`src/rtl/result_disp_pkg.sv`:
```
// Shared types and constants for the 2-digit result display:
// scan-slot states, active-low gfedcba segment patterns and anode codes.
package result_disp_pkg;
  typedef enum logic {DIG_ONES = 1'b0, DIG_TENS = 1'b1} dig_e;

  localparam logic [6:0] SEG_0     = 7'h40;
  localparam logic [6:0] SEG_1     = 7'h79;
  localparam logic [6:0] SEG_2     = 7'h24;
  localparam logic [6:0] SEG_3     = 7'h30;
  localparam logic [6:0] SEG_4     = 7'h19;
  localparam logic [6:0] SEG_5     = 7'h12;
  localparam logic [6:0] SEG_6     = 7'h02;
  localparam logic [6:0] SEG_7     = 7'h78;
  localparam logic [6:0] SEG_8     = 7'h00;
  localparam logic [6:0] SEG_9     = 7'h10;
  localparam logic [6:0] SEG_BLANK = 7'h7F;

  localparam logic [1:0] AN_OFF  = 2'b11;
  localparam logic [1:0] AN_ONES = 2'b10;
  localparam logic [1:0] AN_TENS = 2'b01;
endpackage

```
`src/rtl/seg7_decode.sv`:
```
// BCD digit to active-low 7-segment pattern; non-decimal codes go blank.
module seg7_decode
  import result_disp_pkg::*;
(
  input  logic [3:0] digit,
  output logic [6:0] seg_n
);
  always_comb begin
    seg_n = SEG_BLANK;
    case (digit)
      4'd0: seg_n = SEG_0;
      4'd1: seg_n = SEG_1;
      4'd2: seg_n = SEG_2;
      4'd3: seg_n = SEG_3;
      4'd4: seg_n = SEG_4;
      4'd5: seg_n = SEG_5;
      4'd6: seg_n = SEG_6;
      4'd7: seg_n = SEG_7;
      4'd8: seg_n = SEG_8;
      4'd9: seg_n = SEG_9;
      default: seg_n = SEG_BLANK;
    endcase
  end
endmodule

```
`src/rtl/result_seg_display.sv`:
```
// Synchronizes and debounces the 4-bit result bus, then shows it as 00-15
// on a 2-digit multiplexed active-low 7-segment display.
module result_seg_display
  import result_disp_pkg::*;
#(
  parameter int SCAN_DIV = 100000,
  parameter int STABLE   = 4
) (
  input  logic       clk,
  input  logic       rst_n,
  input  logic [3:0] result,
  output logic [6:0] seg_n,
  output logic [1:0] an_n,
  output logic [3:0] disp_val,
  output logic       upd
);
  localparam int SW = (SCAN_DIV > 1) ? $clog2(SCAN_DIV) : 1;
  localparam int CW = (STABLE > 1) ? $clog2(STABLE) : 1;

  logic [3:0]    s1, s2, cand;
  logic [CW-1:0] cnt;
  logic [SW-1:0] scan_cnt, scan_nxt;
  dig_e          state, state_nxt;
  logic          tens;
  logic [3:0]    ones;
  logic [6:0]    ones_seg, seg_d;
  logic [1:0]    an_d;

  // Two-flop synchronizer, then a stability filter: any change restarts cnt.
  always_ff @(posedge clk or negedge rst_n) begin
    if (!rst_n) begin
      s1       <= '0;
      s2       <= '0;
      cand     <= '0;
      cnt      <= '0;
      disp_val <= '0;
      upd      <= 1'b0;
    end else begin
      s1  <= result;
      s2  <= s1;
      upd <= 1'b0;
      if (s2 != cand) begin
        cand <= s2;
        cnt  <= '0;
      end else begin
        if (cnt != CW'(STABLE - 1)) cnt <= cnt + 1'b1;
        if (cnt == CW'(STABLE - 1) && cand != disp_val) begin
          disp_val <= cand;
          upd      <= 1'b1;
        end
      end
    end
  end

  assign tens = (disp_val >= 4'd10);
  assign ones = tens ? disp_val - 4'd10 : disp_val;

  seg7_decode u_ones_dec (
    .digit (ones),
    .seg_n (ones_seg)
  );

  always_ff @(posedge clk or negedge rst_n) begin
    if (!rst_n) begin
      state    <= DIG_ONES;
      scan_cnt <= '0;
    end else begin
      state    <= state_nxt;
      scan_cnt <= scan_nxt;
    end
  end

  // Outputs are decoded from the next slot position so the registered
  // an_n/seg_n line up with scan_cnt; slot count 0 is the ghost guard.
  always_comb begin
    scan_nxt  = scan_cnt + 1'b1;
    state_nxt = state;
    if (scan_cnt == SW'(SCAN_DIV - 1)) begin
      scan_nxt  = '0;
      state_nxt = (state == DIG_ONES) ? DIG_TENS : DIG_ONES;
    end
    an_d  = AN_OFF;
    seg_d = SEG_BLANK;
    if (scan_nxt != '0) begin
      if (state_nxt == DIG_ONES) begin
        an_d  = AN_ONES;
        seg_d = ones_seg;
      end else if (tens) begin
        an_d  = AN_TENS;
        seg_d = SEG_1;
      end
    end
  end

  always_ff @(posedge clk or negedge rst_n) begin
    if (!rst_n) begin
      seg_n <= SEG_BLANK;
      an_n  <= AN_OFF;
    end else begin
      seg_n <= seg_d;
      an_n  <= an_d;
    end
  end
endmodule

```
`config.mk`:
```
export PLATFORM = sky130hd
export DESIGN_NAME = result_seg_display
export DESIGN_NICKNAME = d
export VERILOG_FILES = /design/src/rtl/result_disp_pkg.sv /design/src/rtl/seg7_decode.sv /design/src/rtl/result_seg_display.sv
export SDC_FILE = /design/constraint.sdc
export NUM_CORES = 1
export LEC_CHECK = 0
export CAP_MARGIN = 20
export CORE_ASPECT_RATIO = 0.6
export CORE_MARGIN = 2
export CORE_UTILIZATION = 41
export DETAILED_ROUTE_END_ITERATION = 16
export HOLD_SLACK_MARGIN = 0.02
export SYNTH_ARGS = -nofsm -noshare
export SYNTH_HDL_FRONTEND = slang
export SYNTH_SLANG_ARGS = --single-unit
```
`constraint.sdc`:
```
create_clock -name clk -period 2.9 [get_ports clk]
set_clock_uncertainty 0.15 [all_clocks]
set_input_delay 0.87 -clock clk [delete_from_list [all_inputs] [get_ports clk]]
set_output_delay 0.87 -clock clk [all_outputs]
set_load 0.1 [all_outputs]
```
Word level (Yosys, flattened, before mapping) --
Memories as Yosys holds them, arrays and structs flattened. Cells that the tools add are included.
Word-level totals: bits in registers 46, latch bits 0, memory bits (writable) 0, ROM bits 112, bits of input ports 6, output and inout bits 14, logic and storage cells 39, memories kept 1
Operators by class: add/sub/neg operators 3, multiply operators 0, divide/modulo/power cells 0, $lt $le $gt $ge 1, equality and inequality tests 5, shift-type cells 0, multiplexer cells 14, bitwise logic cells 1, reductions and logical operators 4
Memories:
- (name not given) | words 16, bits a word 7, read ports 1, clocked after Yosys merged registers in 0, wr ports 0, line seg7_decode.sv:10 | case (digit)
Operator list (number):
- $add A17 B1 Y17 const B | 1
- $eq A17 B17 Y1 const B | 1
- $mux W17 | 1
- $reduce_bool A17 Y1 | 1
- $mux W7 | 2
- $mux W2 | 5
- $ne A4 B4 Y1 | 2
- $ge A4 B4 Y1 const B | 1
- $mux W1 | 4
- $mux W4 | 1
- $sub A4 B4 Y4 const B | 1
- $mux W3 | 1
- $add A2 B1 Y2 const B | 1
- $eq A2 B2 Y1 const B | 1
- $ne A2 B2 Y1 const B | 1
- $reduce_and A2 Y1 | 1
- $reduce_bool A2 Y1 | 1
- $logic_and A1 B1 Y1 | 1
- $not A1 Y1 | 1

Logic depth before layout (Yosys ltp) --
An unclocked memory read counts as a cell.
depth in word-level cells 5, gate-level depth with buffers 9, depth with buffers taken out 8

Hierarchy --
A second synthesis with hierarchy kept.
Unflattened totals: cell total of the unflattened synthesis 243, area total of the unflattened synthesis 2453.6 um^2
By module, submodules not included:
- result_seg_display | instances 1, cells each 210, area each 2243.4 um^2, seq. area each 1162.4 um^2
- seg7_decode | instances 1, cells each 33, area each 210.2 um^2, seq. area each 0.0 um^2

Worst setup path before layout --
Ideal clock, no wire load.
path type register -> register, start point register disp_val[3], end point register seg_n[2], setup time 0.081 ns, arrival 2.368 ns, required time 2.669 ns, slack 0.301 ns, stages on the path, launching flop included 8, buffers on the path 1, period minus slack after synthesis 2.599 ns, cell sequence dfrtp_1 clkbuf_1 mux2i_1 inv_1 ha_1 a311o_1 a21oi_1 nand2_1
Between the ends: cells in the longest elaborated chain, start to end 5, elaborated cells on any way between the ends 7, those cells by class 1 x add/sub; 1 x order compare; 4 x mux; 1 x memory
RTL lines:
- from (decl) | line result_seg_display.sv:14 | output logic [3:0] disp_val,
- from (signal assigned) | line result_seg_display.sv:48 | disp_val <= cand;
- $sub A4 B4 Y4 / $ge A4 B4 Y1 (equally long branches) | line result_seg_display.sv:56, result_seg_display.sv:55
- $mux W4 | line result_seg_display.sv:56 | assign ones = tens ? disp_val - 4'd10 : disp_val;
- $mem_v2 Z16 W7
- $mux W7 (*) | line result_seg_display.sv:85 | if (state_nxt == DIG_ONES) begin
- $mux W7 (*) | line result_seg_display.sv:84 | if (scan_nxt != '0) begin
- named net seg_d[2] | line result_seg_display.sv:26 | logic [6:0] ones_seg, seg_d;
- to (signal assigned) | line result_seg_display.sv:100 | seg_n <= seg_d;
- to (decl) | line result_seg_display.sv:12 | output logic [6:0] seg_n,
The timed path passes the listed nets; every way through them passes the cells marked *. A chain may end at the register's enable or synchronous reset.

Final worst setup path --
start point register scan_cnt[0], end point register seg_n[1]
Between the ends: cells in the longest elaborated chain, start to end 4, elaborated cells on any way between the ends 7, those cells by class 1 x add/sub; 1 x eq/ne; 4 x mux; 1 x reduce/logical
RTL lines:
- from (decl) | line result_seg_display.sv:22 | logic [SW-1:0] scan_cnt, scan_nxt;
- from (signal assigned) | line result_seg_display.sv:69 | scan_cnt <= scan_nxt;
- $add A17 B1 Y17 / $eq A17 B17 Y1 (equally long branches) | line result_seg_display.sv:76, result_seg_display.sv:78
- $mux W17 / $mux W1 (equally long branches) | line result_seg_display.sv:78 | if (scan_cnt == SW'(SCAN_DIV - 1)) begin
- $reduce_bool A17 Y1 / $mux W7 (equally long branches) | line result_seg_display.sv:84, result_seg_display.sv:85
- $mux W7 (*) | line result_seg_display.sv:84
- named net seg_d[1] | line result_seg_display.sv:26
Marks and branches as above.

==> results.json <==
{
  "status": "finished, final reports clean",
  "path_class": "reg2reg",
  "cp.required_ps": 2980,
  "drc_errors": 0,
  "met3_length_microns": 226,
  "drt-vias-per-instance": 5.25,
  "synth_cells": 216,
  "crit_chain": "ha_1 -> and4_1 -> and4_1 -> o2111ai_1 -> nor4b_2 -> nand4_4 -> nand3b_1",
  "endpoint": "seg_n[1]$_DFF_PN1_",
  "worst_path_most_repeated_cell": "and4_1",
  "ir_drop_uv": 272,
  "relSlewSlack_pct": 54.8,
  "holdCritPathClass": "reg2reg",
  "worst_ep_arrival_time_ps": 2500,
  "synth_edf_count": 0,
  "vias": 1553,
  "cts.sinks": 46,
  "cpPeakStageDelay_ps": 410,
  "cts_max_path_buffers": 2,
  "maxCapViolations": 0,
  "root_buffer": "clkbuf_8",
  "grt_overflow": 0,
  "die_y_microns": 61.8,
  "period_minus_slack_ps": 2420,
  "io_buffers": 19,
  "holdBufCountCts": 0,
  "postSynthAreaPerCell_sq_um": 10.6,
  "drtIter0Drc": 116,
  "rsz0062_at_grt": "no",
  "grt_max_degree": 29,
  "coreArea_sq_mm": 0.00520,
  "p_leak_nw": 1.15,
  "htree_levels": 2,
  "cts_tree": "built",
  "fmax_ghz": 0.414,
  "hpwlAfterDp_mm": 3.14,
  "area_delta_synth_final_pct": 13.0,
  "crit_start": "scan_cnt[0]$_DFF_PN0_",
  "finalHoldViolCount": 0,
  "fill_cells": 492,
  "tightest_slew_ps": 671,
  "post_cts_buffers": 0,
  "worst_hold_slack_ps": 207,
  "slew_violations": 0,
  "yosys_warnings": 0,
  "finalSetupTns_ps": 0,
  "final.period_utilization_pct": 83.4,
  "wirelength_mm": 4.32,
  "cp-start-kind": "flop",
  "rr_worst_depth": 7,
  "clk_latency_ps": 290,
  "synth_cell_types": 46,
  "path_max_fanout": 9,
  "die_w_microns": 100,
  "power_density_mw_per_mm2": 452,
  "antenna_found_initial": 0,
  "grt_pass1_wl_mm": 7.07,
  "synth_area_sq_mm": 0.00228,
  "ys_seq_area_share_pct": 50.9,
  "routedWlPerCell_microns": 14.6,
  "reg2reg_to": "seg_n[1]$_DFF_PN1_",
  "routed-wl-met2_mm": 1.67,
  "drive_above_1_share_pct": 20.4,
  "grtUsageTotal_pct": 15.3,
  "fp.dieArea_sq_mm": 0.00620,
  "worstReg2RegStart": "scan_cnt[0]$_DFF_PN0_",
  "ys.flop_type": "dfrtp_1",
  "dr.max_layer_used": "met4",
  "row_count": 20,
  "first_global_vias": 1389,
  "drt-met1-wl_mm": 2.38,
  "ys_seq_elements": 46,
  "slowest_stage": "dfrtp_1",
  "start_util_pct": 43.8,
  "finalNetCount": 241,
  "clk_pin_slew_ps": 80,
  "syn_nets": 228,
  "ios": 20,
  "first_pass_iters": 4,
  "postRouteAntennaNets": 0,
  "setup_viol": 0,
  "cts_resized": 0,
  "endpoint_kind": "flop",
  "synthArstFlopShare_pct": 100,
  "r2r_setup_slack_ps": 480,
  "antenna_cells": 0,
  "numCtsBuffers": 5,
  "gp_congestion": 0.837
}
==> how the worst min path moves through the flow <==
stage / end / slack, ps / startpoint / cells after the start
finish: s2[3]$_DFF_PN0_ / 210 / s1[3]$_DFF_PN0_ / 0
detailed placement: s2[3]$_DFF_PN0_ / 190 / s1[3]$_DFF_PN0_ / 0
global placement: s2[3]$_DFF_PN0_ / 190 / s1[3]$_DFF_PN0_ / 0
CTS: s2[3]$_DFF_PN0_ / 210 / s1[3]$_DFF_PN0_ / 0
global route: s2[2]$_DFF_PN0_ / 220 / s1[2]$_DFF_PN0_ / 0
floorplan: s2[0]$_DFF_PN0_ / 180 / s1[0]$_DFF_PN0_ / 0
==> worst max-delay path, delay by kind of cell, from the launching register on <==
kind | cells | cell delay [ps]
flip-flops | 1 | 410
adder cells (fa/ha/maj) | 1 | 270
AND/OR/NAND/NOR | 5 | 1340
AO/OA/AOI/OAI | 1 | 190
==> cell families after synthesis <==
kind of cell             after synthesis  share of synthesized area (%)
AND/OR/NAND/NOR                       83                           20.2
XOR/XNOR                              29                           11.1
flip-flops                            46                           50.9
adder cells (fa/ha/maj)                6                           3.29
multiplexers                           6                           2.85
AO/OA/AOI/OAI                         24                           7.62
buffers and inverters                 22                           4.00
==> report_power, final <==
group	switching (W)	internal, W
clock	0.000215	0.000257
sequential	0.00000719	0.000651
combinational	0.0000194	0.0000142
==> cell usage after synthesis, drive strengths merged (2+ instances only) <==
cell type,n,area [sq um]
o21ai,2,10.0
and4,4,35.0
o31ai,3,22.5
dfstp,9,236
inv,6,22.5
mux2i,2,20.0
ha,6,75.1
nand2,22,82.6
nand4,5,52.6
buf,7,35.0
nor4,5,37.5
nor4b,2,23.8
nand3b,3,22.5
a21oi,7,35.0
dfrtp,37,926
xor2,12,105
nand3,8,45.0
nor3,4,20.0
mux2,4,45.0
clkbuf,9,33.8
xnor2,17,149
nor2,23,86.3
==> per-layer routing <==
| layer | global-route usage, % | up-vias |
|---|---|---|
| met2 | 20.2 | 39 |
| met1 | 23.8 | 741 |
| met3 | 4.14 | 4 |
| li1 | - | 769 |
| met5 | 0 | - |
| met4 | 5.48 | 0 |
==> per-stage QoR <==
step           instances  worst slack [ps]  power [W]  utilization (%)  instance area [sq um]
2_1_floorplan        216               301   0.000683                -                   2280
3_3_place_gp         288               576   0.000705             47.4                   2470
3_5_place_dp         288               529   0.000706             47.4                   2470
4_1_cts              296               501    0.00118             49.5                   2580
5_1_grt              296               359    0.00121             49.5                   2580
6_report             296               482    0.00116             49.5                   2580
==> sequential cells by signal, indices dropped and copies added (netlist names) <==
register and flops:
scan_cnt 17, disp_val 4, s2 4, cand 4, upd 1, an_n 2, state 1, seg_n 7
cnt 2, s1 4
==> cell usage in the layout (no fill, tap or decap), types with 2 or more instances in the layout <==
cell type | synthesis | layout
and4_1 | 4 | 4
mux2i_1 | 2 | 2
nand3b_1 | 3 | 3
dfrtp_1 | 37 | 37
o31ai_1 | 3 | 3
nand3_1 | 7 | 7
nand2_1 | 22 | 22
clkdlybuf4s50_1 | 0 | 4
nor2_1 | 23 | 23
mux2_2 | 4 | 4
o21ai_0 | 2 | 2
inv_1 | 6 | 6
nor4_1 | 4 | 4
a21oi_1 | 7 | 7
dfstp_2 | 9 | 9
ha_1 | 6 | 6
buf_4 | 0 | 17
nand4_1 | 3 | 3
xnor2_1 | 17 | 17
nor3_1 | 4 | 4
clkbuf_8 | 0 | 5
xor2_1 | 12 | 12
==> area by class of cell <==
cell class | count | area, sq um | area share [%]
multi-input cells | 148 | 1030 | 39.9
well taps | 66 | 82.6 | 3.20
clock inverters | 2 | 37.5 | 1.46
inverters | 6 | 22.5 | 0.873
clock buffers | 6 | 72.6 | 2.81
flip-flops and latches | 46 | 1160 | 45.1
repair buffers | 22 | 173 | 6.70
(Power assumes the default switching activity.)
